<file path="src/rtl/stat_regs_pkg.sv">
// rtl/stat_regs_pkg.sv - shared constants, state type and width helpers for the status register bank
package stat_regs_pkg;

  // Bit of master_data that arms auto-report for the addressed channel
  localparam int CMD_AUTO_BIT = 0;

  typedef enum logic {
    CH_IDLE = 1'b0,
    CH_PEND = 1'b1
  } ch_state_e;

  // Ceiling log2; clog2(1) = 0
  function automatic int clog2(input int value);
    int r;
    r = 0;
    for (int i = 0; i < 31; i++) begin
      if ((1 << i) < value) r = i + 1;
    end
    return r;
  endfunction

  // Byte pointer width: at least one bit even for single-byte words
  function automatic int ptr_width(input int bytes);
    return (clog2(bytes) < 1) ? 1 : clog2(bytes);
  endfunction

endpackage

</file>
<file path="src/rtl/stat_regs_rd_if.sv">
// rtl/stat_regs_rd_if.sv - bus-side signal bundle of the status register bank
interface stat_regs_rd_if #(
  parameter int N     = 2,
  parameter int BYTES = 1
);
  logic [7:0]           master_data;
  logic [N-1:0]         valid_bus;
  logic [N-1:0]         rdreq_bus;
  logic [N-1:0]         have_msg_bus;
  logic [N*8-1:0]       slave_data_bus;
  logic [N*8-1:0]       len_bus;
  logic [N*BYTES*8-1:0] status_in;

  modport master (
    output master_data, valid_bus, rdreq_bus, status_in,
    input  have_msg_bus, slave_data_bus, len_bus
  );

  modport slave (
    input  master_data, valid_bus, rdreq_bus, status_in,
    output have_msg_bus, slave_data_bus, len_bus
  );
endinterface

</file>
<file path="src/rtl/stat_reg_ch.sv">
// rtl/stat_reg_ch.sv - one status channel: synchroniser, snapshot, byte pointer and pending state
module stat_reg_ch
  import stat_regs_pkg::*;
#(
  parameter int BYTES       = 1,
  parameter int SYNC_STAGES = 2
) (
  input  logic               clk,
  input  logic               n_rst,
  input  logic               valid_i,
  input  logic               rdreq_i,
  input  logic               arm_cmd_i,
  input  logic [BYTES*8-1:0] status_i,
  output logic               have_msg_o,
  output logic [7:0]         data_o
);

  // SYNC_STAGES = 0 still gets one register stage
  localparam int STG = (SYNC_STAGES < 1) ? 1 : SYNC_STAGES;
  localparam int PW  = ptr_width(BYTES);
  localparam logic [PW-1:0] LAST = PW'(BYTES - 1);

  typedef logic [BYTES-1:0][7:0] word_t;

  word_t         sync_q [STG];
  word_t         sync_w;
  word_t         snap_q, snap_d;
  logic [PW-1:0] ptr_q, ptr_d;
  logic          arm_q, arm_d;
  ch_state_e     state_q, state_d;

  // Shift raw status through the synchroniser chain
  always_ff @(posedge clk or negedge n_rst) begin
    if (!n_rst) begin
      for (int s = 0; s < STG; s++) sync_q[s] <= '0;
    end else begin
      sync_q[0] <= status_i;
      for (int s = 1; s < STG; s++) sync_q[s] <= sync_q[s-1];
    end
  end

  assign sync_w = sync_q[STG-1];

  // Channel state, pointer, snapshot and arm registers
  always_ff @(posedge clk or negedge n_rst) begin
    if (!n_rst) begin
      state_q <= CH_IDLE;
      ptr_q   <= '0;
      snap_q  <= '0;
      arm_q   <= 1'b0;
    end else begin
      state_q <= state_d;
      ptr_q   <= ptr_d;
      snap_q  <= snap_d;
      arm_q   <= arm_d;
    end
  end

  // Next state: a request recaptures unconditionally, then reads, then auto-report
  always_comb begin
    state_d = state_q;
    ptr_d   = ptr_q;
    snap_d  = snap_q;
    arm_d   = arm_q;
    if (valid_i) begin
      snap_d  = sync_w;
      ptr_d   = '0;
      state_d = CH_PEND;
      arm_d   = arm_cmd_i;
    end else begin
      case (state_q)
        CH_PEND: begin
          if (rdreq_i) begin
            if (ptr_q == LAST) begin
              ptr_d   = '0;
              state_d = CH_IDLE;
            end else begin
              ptr_d = ptr_q + PW'(1);
            end
          end
        end
        default: begin
          // Changes made while pending are caught here against the old snapshot
          if (arm_q && (sync_w != snap_q)) begin
            snap_d  = sync_w;
            ptr_d   = '0;
            state_d = CH_PEND;
          end
        end
      endcase
    end
  end

  assign have_msg_o = (state_q == CH_PEND);

  if (BYTES == 1) begin : g_single
    logic unused_ptr;
    assign unused_ptr = ^ptr_q;
    assign data_o     = snap_q[0];
  end else begin : g_multi
    assign data_o = snap_q[ptr_q];
  end

endmodule

</file>
<file path="src/rtl/stat_regs_rd.sv">
// rtl/stat_regs_rd.sv - N-channel read-only status register bank top
module stat_regs_rd
  import stat_regs_pkg::*;
#(
  parameter int N           = 2,
  parameter int BYTES       = 1,
  parameter int SYNC_STAGES = 2
) (
  input  logic          clk,
  input  logic          n_rst,
  stat_regs_rd_if.slave bus
);

  // Only the auto-report bit of the command byte carries meaning
  logic unused_cmd_bits;
  assign unused_cmd_bits = ^bus.master_data[7:1];

  for (genvar i = 0; i < N; i++) begin : g_ch
    assign bus.len_bus[i*8 +: 8] = 8'(BYTES);

    stat_reg_ch #(
      .BYTES       (BYTES),
      .SYNC_STAGES (SYNC_STAGES)
    ) u_ch (
      .clk        (clk),
      .n_rst      (n_rst),
      .valid_i    (bus.valid_bus[i]),
      .rdreq_i    (bus.rdreq_bus[i]),
      .arm_cmd_i  (bus.master_data[CMD_AUTO_BIT]),
      .status_i   (bus.status_in[i*BYTES*8 +: BYTES*8]),
      .have_msg_o (bus.have_msg_bus[i]),
      .data_o     (bus.slave_data_bus[i*8 +: 8])
    );
  end

endmodule

</file>
<file path="src/flat_wrapper.sv">
// flat-port wrapper written by rule: the top's interface ports become plain ports
module stat_regs_rd_flat import stat_regs_pkg::*;
#(
  parameter int N           = 2,
  parameter int BYTES       = 1,
  parameter int SYNC_STAGES = 2
)
  (clk, n_rst, bus_master_data, bus_valid_bus, bus_rdreq_bus, bus_status_in, bus_have_msg_bus, bus_slave_data_bus, bus_len_bus);
  stat_regs_rd_if #(.N(N), .BYTES(BYTES)) bus_i ();
  input  logic clk;
  input  logic n_rst;
  input wire logic [$bits(bus_i.master_data)-1:0] bus_master_data;
  input wire logic [$bits(bus_i.valid_bus)-1:0] bus_valid_bus;
  input wire logic [$bits(bus_i.rdreq_bus)-1:0] bus_rdreq_bus;
  input wire logic [$bits(bus_i.status_in)-1:0] bus_status_in;
  output wire logic [$bits(bus_i.have_msg_bus)-1:0] bus_have_msg_bus;
  output wire logic [$bits(bus_i.slave_data_bus)-1:0] bus_slave_data_bus;
  output wire logic [$bits(bus_i.len_bus)-1:0] bus_len_bus;
  assign bus_i.master_data = bus_master_data;
  assign bus_i.valid_bus = bus_valid_bus;
  assign bus_i.rdreq_bus = bus_rdreq_bus;
  assign bus_i.status_in = bus_status_in;
  assign bus_have_msg_bus = bus_i.have_msg_bus;
  assign bus_slave_data_bus = bus_i.slave_data_bus;
  assign bus_len_bus = bus_i.len_bus;
  stat_regs_rd #(.N(N), .BYTES(BYTES), .SYNC_STAGES(SYNC_STAGES)) u_core (.clk(clk), .n_rst(n_rst), .bus(bus_i));
endmodule
</file>
<file path="config.mk">
export PLATFORM = sky130hd
export DESIGN_NAME = stat_regs_rd_flat
export DESIGN_NICKNAME = d
export VERILOG_FILES = /design/src/rtl/stat_regs_pkg.sv /design/src/rtl/stat_regs_rd_if.sv /design/src/rtl/stat_reg_ch.sv /design/src/rtl/stat_regs_rd.sv /design/src/flat_wrapper.sv
export SDC_FILE = /design/constraint.sdc
export NUM_CORES = 1
export LEC_CHECK = 0
export CAP_MARGIN = 20
export CORE_ASPECT_RATIO = 0.6
export CORE_MARGIN = 1
export CORE_UTILIZATION = 50
export CTS_BUF_LIST = sky130_fd_sc_hd__clkbuf_2 sky130_fd_sc_hd__clkbuf_4 sky130_fd_sc_hd__clkbuf_8
export DETAILED_ROUTE_END_ITERATION = 7
export PLACE_DENSITY = 0.93
export SETUP_SLACK_MARGIN = 0.15
export SYNTH_ARGS = -nofsm -noshare
export SYNTH_HDL_FRONTEND = slang
export SYNTH_SLANG_ARGS = --single-unit
</file>
<file path="constraint.sdc">
create_clock -name clk -period 1.6 [get_ports clk]
set_clock_uncertainty 0.1 [all_clocks]
set_input_delay 0.24 -clock clk [delete_from_list [all_inputs] [get_ports clk]]
set_output_delay 0.24 -clock clk [all_outputs]
set_load 0.03 [all_outputs]
</file>
---- Word-level counts from Yosys, hierarchy flattened ----
Index checks and enable logic that the tools add are counted.
cells by class
  reduce and logical (&&, ||, !) cells .... 10
  muxes and demuxes ....................... 26
  equality and inequality tests ........... 6
  bitwise operators ....................... 0
  magnitude comparators ................... 0
  shift-type cells ........................ 0
  add/subtract/negate cells ............... 2
  divide/modulo/power cells ............... 0
  $mul .................................... 0
operators by type and width
  cell                                   number
  two-way mux 8 bit                      6
  two-way mux 1 bit                      20
  != test 8 bit                          2
  AND reduction 2 bit                    4
  != test 3 bit (second input constant)  2
  nonzero test 3 bit                     2
  != test 2 bit (second input constant)  2
  nonzero test 2 bit                     2
  adder 1 bit (second input constant)    2
  logical AND 1 bit                      2
storage, ports and cells
  bits in latches ......................... 0
  memories kept ........................... 0
  bits of input ports ..................... 30
  memory bits (writable) .................. 0
  ROM bits ................................ 0
  logic and storage cells ................. 56
  bits in registers ....................... 54

---- Longest topological paths before layout ----
Gate-level depths: netlist of run 1.
  word-level depth ........................ 5
  gate-level depth with buffers ........... 5
  gate-level depth less buffers ........... 4

---- By module ----
From an unflattened synthesis of run 1, not the netlist that was laid out.
unflattened totals
  cells, all modules ...................... 198
  area total of the unflattened synthesis .. 2519.9 um^2
modules (own cells, without submodules)
  module        instances  area each (um^2)  sequential area each (um^2)  cells each
  stat_reg_ch   2          1196.1            650.6                        90
  stat_regs_rd  1          127.6             0.0                          18

---- Worst setup path before layout of run 1 ----
No wires, ideal clock.
  path kind ............................... flip-flop to flip-flop
  from .................................... register u_core.g_ch[1].u_ch.snap_q, in the netlist u_core.g_ch[1].u_ch.data_o[3]
  to ...................................... register u_core.g_ch[1].u_ch.snap_q, in the netlist u_core.g_ch[1].u_ch.data_o[0]
  arrival time ............................ 1.227 ns
  path buffers ............................ 0
  library setup time ...................... 0.131 ns
  setup slack ............................. 0.143 ns
  cell stages (with the launch flop) ...... 5
  cells stage by stage .................... dfrtp_1 -> xnor2_1 -> nand4_2 -> o211ai_1 -> nand3_1
on the way
  cells in the longest elaborated chain, start to end .. 4
ends and longest elaborated chain
  element                        line               RTL
  from (decl)                    stat_reg_ch.sv:27  word_t snap_q, snap_d;
  from (signal assigned)         stat_reg_ch.sv:54  snap_q <= snap_d;
  != test 8 bit                  stat_reg_ch.sv:84  if (arm_q && (sync_w != snap_q)) begin
  logical AND 1 bit              stat_reg_ch.sv:84
  nonzero test 2 bit (no line)   --
  AND reduction 2 bit (no line)  --
No other way between the ends.
A chain may end at the register's enable or synchronous reset.

---- Worst setup path in the final report of run 1 ----
  from .................................... register u_core.g_ch[1].u_ch.snap_q, in the netlist u_core.g_ch[1].u_ch.data_o[6]
  to ...................................... register u_core.g_ch[1].u_ch.snap_q, in the netlist u_core.g_ch[1].u_ch.data_o[7]
Same word-level chain as after synthesis.

==> impl_metrics.toml, run 1 <==
[detailed_routing]
vias = 1822
viasPerCell = 5.606
wirelength_um = 5615
routedWlPerCell_um = 17.28
drc = 0
first_pass_iters = 4
ant_nets = 0
first_iter_violations = 137

[cts]
cts_buffers = 5
cts_tree = "yes"
clock_latency_ns = 0.31
cts_buffer_depth = 2
root_buffer = "clkbuf_8"
clock_sinks = 52
htree_num_levels = 2
path_clk_slew_ns = 0.10

[power_and_ir_drop]
clkPwrFrac_pct = 24.4
p_leak_nw = 1.384
p_sw_w = 0.001079
vdd_drop_max_v = 0.0005499
netSwitchingFraction_pct = 33.76
intPower_w = 0.002116
power_frac_comb_pct = 27.3
power_density_nw_per_um2 = 990.2
power_frac_seq_pct = 48.3

[final_layout]
layout_common_cells = "48 x dfrtp_1, 23 x nand3_1, 21 x clkdlybuf4s50_1, 19 x buf_4, 17 x clkbuf_2"
syn2layout_area_growth_pct = 33.83
fin_nets = 291
drive_above_1_share_pct = 37.79
num_antenna_cells = 0
final_common_cell = "dfrtp_1"

[logic_synthesis]
synth-async-reset-ratio_pct = 100.0
synth_seq_cells = 52
synth.distinct_cells = 25
syn_area_um2 = 2411
syn_inst = 200
yosys-top-cells-area = "dfrtp_1 54%, xnor2_1 5.8%, buf_4 5.6%"
synthFlopType = "dfrtp_1"
syn_area_per_cell_um2 = 12.06
ys.warnings.count = 0
synth_edf_count = 0
yosysSeqAreaShare_pct = 53.97
yosys.area.top_type_share_pct = 53.97
synth_top_area_cell = "dfrtp_1"

[timing]
holdWs_ns = 0.2542
fmaxAchievable_ghz = 0.6643
drv_slew = 0
hold_violations = 0
final.setup.tns_ns = 0
setup_viol = 0
final.min_clock_period_ns = 1.505
rsz0062_at_grt = "yes"
finalCritPeriodShare_pct = 94.09

[global_route]
grt_pass1_wl_um = 8907
antenna_found_initial = 0
grt_usage_pct = 22.80
use_met3_pct = 6.421
grt_max_degree = 53
grt_pass1_vias = 1783
grt_use_met1_pct = 31.89
grt_busiest_layer = "met2"
global_route.usage.met2_pct = 35.34
grt-ovfl-total = 0

[critical_path]
critPathLaunchType = "register"
r2r_setup_slack_ns = 0.09
cp_max_fo = 5
r2r_end = "u_core.g_ch[1].u_ch.data_o[7]$_DFFE_PN0P_"
cp.arrival_ns = 1.59
reg2reg_depth = 5
worstSetupPathType = "reg2reg"
r2r_start = "u_core.g_ch[1].u_ch.data_o[6]$_DFFE_PN0P_"
critical_path.cell_chain = "xnor2_2 > buf_4 > nand4_4 > o211ai_1 > nand3_1"
required_ns = 1.69
max_stage_delay_ns = 0.44
worst_setup_path_end_kind = "register"
cp_slowest_cell = "dfrtp_1"

[worst_hold_path]
hp-start = "bus_status_in[4]"
hold-path-cell-count = 1
holdCritPathClass = "in2reg"
min_to = "u_core.g_ch[0].u_ch.sync_q[12]$_DFF_PN0_"

[placement]
io_buffer_count = 40
dp_hpwl_um = 3389
place_congestion = 0.7973

[job]
maxCapViolCount = 0

[floorplanning]
core_region_area_um2 = 4612
die_w_um = 91.65
die_h_um = 55.79
rows = 19
io_pins = 64
fp.dieArea_um2 = 5113
start_util_pct = 52.28

[status]
status = "complete, no violations"
synth_stat cells, types with 3 or more instances:
cell / count
nand4_2: 4
nor2b_1: 9
nand3_1: 24
and4_1: 3
nand3_2: 8
a22oi_1: 16
buf_4: 18
buf_6: 4
and2b_2: 9
dfrtp_1: 52
xnor2_1: 16
o211ai_1: 16
cell type report:
cell class	instances	area, um^2
clock inverters	3	25.02
multi-input cells	134	1182
repair buffers	66	558.0
fillers	334	1385
flip-flops and latches	52	1306
well taps	63	78.83
inverters	2	7.507
clock buffers	5	68.82
power groups by stage:
stage | Clock, W | Sequential, W | Combinational (W)
global placement | 0 | 0.00152 | 0.000698
floorplan | 0 | 0.00161 | 0.000392
CTS | 0.000797 | 0.00152 | 0.000807
global route | 0.000852 | 0.00156 | 0.000928
finish | 0.000779 | 0.00154 | 0.000874
detailed placement | 0 | 0.00153 | 0.000722
what timing repair did:
item,in CTS,in global routing
endpoints found under the hold margin,52,0
setup buffers,8,9
resized for setup,55,37
hold buffers,1,0
endpoints found under the setup margin,36,35
cloned,2,0
pin swaps,14,21
worst max-delay path by stage:
stage	from	end	slack [ns]	cells past startpoint
after floorplan	u_core.g_ch[0].u_ch.data_o[3]$_DFFE_PN0P_	u_core.g_ch[0].u_ch.data_o[0]$_DFFE_PN0P_	0.15	4
after global placement	bus_valid_bus[1]	u_core.g_ch[1].u_ch.data_o[2]$_DFFE_PN0P_	0.01	5
after detailed placement	bus_valid_bus[1]	u_core.g_ch[1].u_ch.data_o[7]$_DFFE_PN0P_	-0.05	5
after CTS	u_core.g_ch[0].u_ch.data_o[4]$_DFFE_PN0P_	bus_slave_data_bus[4]	0.09	1
after global routing	u_core.g_ch[1].u_ch.data_o[6]$_DFFE_PN0P_	u_core.g_ch[1].u_ch.data_o[4]$_DFFE_PN0P_	0.005	5
final	u_core.g_ch[1].u_ch.data_o[6]$_DFFE_PN0P_	u_core.g_ch[1].u_ch.data_o[7]$_DFFE_PN0P_	0.09	5
critical path: cells and delay by family, from the launching register on:
| kind | cells | cell delay [ns] |
|---|---|---|
| DFF | 1 | 0.44 |
| xor gates and xnor gates | 1 | 0.23 |
| and+or+nand+nor | 2 | 0.22 |
| AOI/OAI and AO/OA | 1 | 0.22 |
| buffers and inverters | 1 | 0.17 |
metrics by stage:
stage | util (%) | setup slack [ns] | cells | area (um^2) | total power [W]
global placement | 60.82 | 0.01016 | 297 | 2805 | 0.002217
finish | 69.97 | 0.09464 | 325 | 3227 | 0.003195
detailed placement | 60.82 | -0.04813 | 297 | 2805 | 0.002249
CTS | 67.88 | 0.08929 | 316 | 3131 | 0.003125
floorplan | - | 0.1506 | 214 | 2464 | 0.002003
global route | 69.97 | 0.004979 | 325 | 3227 | 0.003337
flip-flops by register name, summed over array words and instances, names as in the netlist:
name / flops
u_core.g_ch.u_ch.sync_q: 16
u_core.g_ch.u_ch.arm_q: 2
u_core.g_ch.u_ch.have_msg_o: 2
u_core.g_ch.u_ch.data_o: 16
u_core.g_ch.u_ch.sync_w: 16
per-layer routing:
layer / up-vias / share of wire (%)
met2: 76 / 49
li1: 814 / -
met3: 12 / 6.6
met5: - / 0
met1: 920 / 43
met4: 0 / 1.6
logic make-up after synthesis:
family                    synth area share [%]
AOI/OAI and AO/OA                        10.79
xor gates and xnor gates                 5.812
and+or+nand+nor                          18.32
muxes                                   0.9340
buffers and inverters                    9.860
other                                   0.3115
DFF                                      53.97
Note: power is estimated with default switching activity, not from simulation.
==> run 2: changes to the inputs <==
--- a/config.mk
+++ b/config.mk
@@ -5,8 +5,7 @@
 export SDC_FILE = /design/constraint.sdc
 export NUM_CORES = 1
 export LEC_CHECK = 0
-export CAP_MARGIN = 20
-export CORE_ASPECT_RATIO = 0.6
+export CORE_ASPECT_RATIO = 1.25
 export CORE_MARGIN = 1
 export CORE_UTILIZATION = 50
 export CTS_BUF_LIST = sky130_fd_sc_hd__clkbuf_2 sky130_fd_sc_hd__clkbuf_4 sky130_fd_sc_hd__clkbuf_8
==> impl_metrics.toml, run 2 (same netlist as run 1, synthesis figures left out) <==
[final_layout]
fin_nets = 293
num_antenna_cells = 0
syn2layout_area_growth_pct = 31.50
layout_common_cells = "52 x dfrtp_1, 22 x buf_4, 21 x clkdlybuf4s50_1, 18 x nand3_1"
final_cell_area_um2 = 3171
drive_above_1_share_pct = 37.50
final_common_cell = "dfrtp_1"
final_util_pct = 70.04

[detailed_routing]
wirelength_um = 5832
first_pass_iters = 4
routedWlPerCell_um = 18.11
vias = 1891
ant_nets = 0
first_iter_violations = 127
viasPerCell = 5.873
drc = 0

[critical_path]
worstSetupPathType = "reg2reg"
required_ns = 1.69
reg2reg_depth = 4
worst_setup_path_end_kind = "register"
r2r_end = "u_core.g_ch[0].u_ch.data_o[1]$_DFFE_PN0P_"
r2r_start = "u_core.g_ch[0].u_ch.sync_w[2]$_DFF_PN0_"
r2r_setup_slack_ns = -0.09
critPathLaunchType = "register"
cp_max_fo = 4
cp.arrival_ns = 1.78

[global_route]
antenna_found_initial = 0
grt_pass1_wl_um = 8618
grt_pass1_vias = 1724
grt-ovfl-total = 0
grt_usage_pct = 22.54
grt_max_degree = 53

[timing]
finalCritPeriodShare_pct = 105.5
drv_slew = 0
timing.final.ws_setup_ns = -0.08799
setup_viol = 5
hold_violations = 0
fmaxAchievable_ghz = 0.5924
final.min_clock_period_ns = 1.688
rsz0062_at_grt = "yes"

[cts]
cts_buffer_depth = 2
clock_latency_ns = 0.32
root_buffer = "clkbuf_8"
cts_buffers = 5
path_clk_slew_ns = 0.10
clock_sinks = 52
cts_tree = "yes"
htree_num_levels = 2

[placement]
dpl-instance-area_um2 = 2786
pre_cts_slack_ns = -0.05089
io_buffer_count = 40
place_congestion = 0.8110
dp_hpwl_um = 2976

[status]
violations = "negative setup slack"
status = "finished with violations"

[worst_hold_path]
min_to = "u_core.g_ch[1].u_ch.sync_w[7]$_DFF_PN0_"
hold-path-cell-count = 0
hp-start = "u_core.g_ch[1].u_ch.sync_q[15]$_DFF_PN0_"
holdCritPathClass = "reg2reg"

[floorplanning]
io_pins = 64
start_util_pct = 53.26
fp.dieArea_um2 = 5106
die_w_um = 64.11
core_region_area_um2 = 4527
die_h_um = 79.64
rows = 27

[power_and_ir_drop]
p_leak_nw = 1.392
vdd_drop_max_v = 0.0006620
power_density_nw_per_um2 = 1016

[job]
maxCapViolCount = 0
==> run 2: cell types whose count changed in the layout (fill, tap and decap cells not counted), sizes merged <==
cell,previous run,this run
clkbuf,22,24
inv,4,2
nand4,6,8
clkdlybuf4s15,1,2
clkinvlp,1,0
==> run 2: worst max-delay path by stage <==
stage	slack (ns)	to	cells after the start	start
global route	-0.10	u_core.g_ch[0].u_ch.data_o[1]$_DFFE_PN0P_	4	u_core.g_ch[0].u_ch.sync_w[2]$_DFF_PN0_
global placement	0.01	u_core.g_ch[1].u_ch.data_o[1]$_DFFE_PN0P_	5	bus_valid_bus[1]
CTS	0.09	bus_slave_data_bus[10]	1	u_core.g_ch[1].u_ch.data_o[2]$_DFFE_PN0P_
floorplan	0.15	u_core.g_ch[0].u_ch.data_o[0]$_DFFE_PN0P_	4	u_core.g_ch[0].u_ch.data_o[3]$_DFFE_PN0P_
detailed placement	-0.05	u_core.g_ch[1].u_ch.data_o[3]$_DFFE_PN0P_	5	bus_valid_bus[1]
finish	-0.09	u_core.g_ch[0].u_ch.data_o[1]$_DFFE_PN0P_	4	u_core.g_ch[0].u_ch.sync_w[2]$_DFF_PN0_
==> run 2: area by class of cell <==
cell class / instances / area, um^2
fill: 310 / 1356
sequential: 52 / 1301
multi-input combinational: 136 / 1149
timing repair buffer: 66 / 543.0
clock buffer: 8 / 97.59
tap: 58 / 72.57
inverter: 2 / 7.507
==> run 2: repair_timing <==
item | 4_1_cts | 5_1_grt
pin swaps | 20 | 28
gates resized for setup | 55 | 32
setup endpoints to repair | 34 | 35
buffers inserted | 4 | 13
hold buffers | 1 | 0
cloned | 4 | 0
endpoints found under the hold margin | 52 | 0
==> run 2: layer usage <==
layer,part of all wire [%],global-route usage (%),wire length [um]
met3,6.9,5.000,403
met5,0,0,0
met4,4.0,10.67,231
met2,50,35.53,2915
met1,39,29.61,2282
==> run 2: where the power goes <==
part	leakage (nW)	internal (W)	switching, W
combinational	0.730	0.000372	0.000517
sequential	0.609	0.00141	0.000114
clock	0.0523	0.000387	0.000415
total	1.39	0.00217	0.00105
==> run 2: critical path, cell delays in order, from the launching register on <==
cell and delay [ns]:
dfrtp_1 0.44, xnor2_2 0.31, nand4_1 0.30, o211ai_1 0.30, nand3_1 0.12
==> run 2: metrics by stage <==
step / cells / setup TNS (ns) / total power [W] / hold slack [ns]
after floorplan: 214 / 0 / 0.002003 / -0.1556
after global placement: 292 / 0 / 0.002208 / 0.1448
after detailed placement: 292 / -0.1352 / 0.002230 / 0.1489
after CTS: 309 / 0 / 0.003104 / 0.2420
after global routing: 322 / -0.4834 / 0.003339 / 0.2391
final: 322 / -0.2428 / 0.003220 / 0.2425
==> run 3: changes to the inputs <==
--- a/config.mk
+++ b/config.mk
@@ -5,6 +5,7 @@
 export SDC_FILE = /design/constraint.sdc
 export NUM_CORES = 1
 export LEC_CHECK = 0
+export CAP_MARGIN = 20
 export CORE_ASPECT_RATIO = 1.25
 export CORE_MARGIN = 1
 export CORE_UTILIZATION = 50
==> results of run 3 <==
The final DEF is identical to that of run 2; final timing and power are the same.
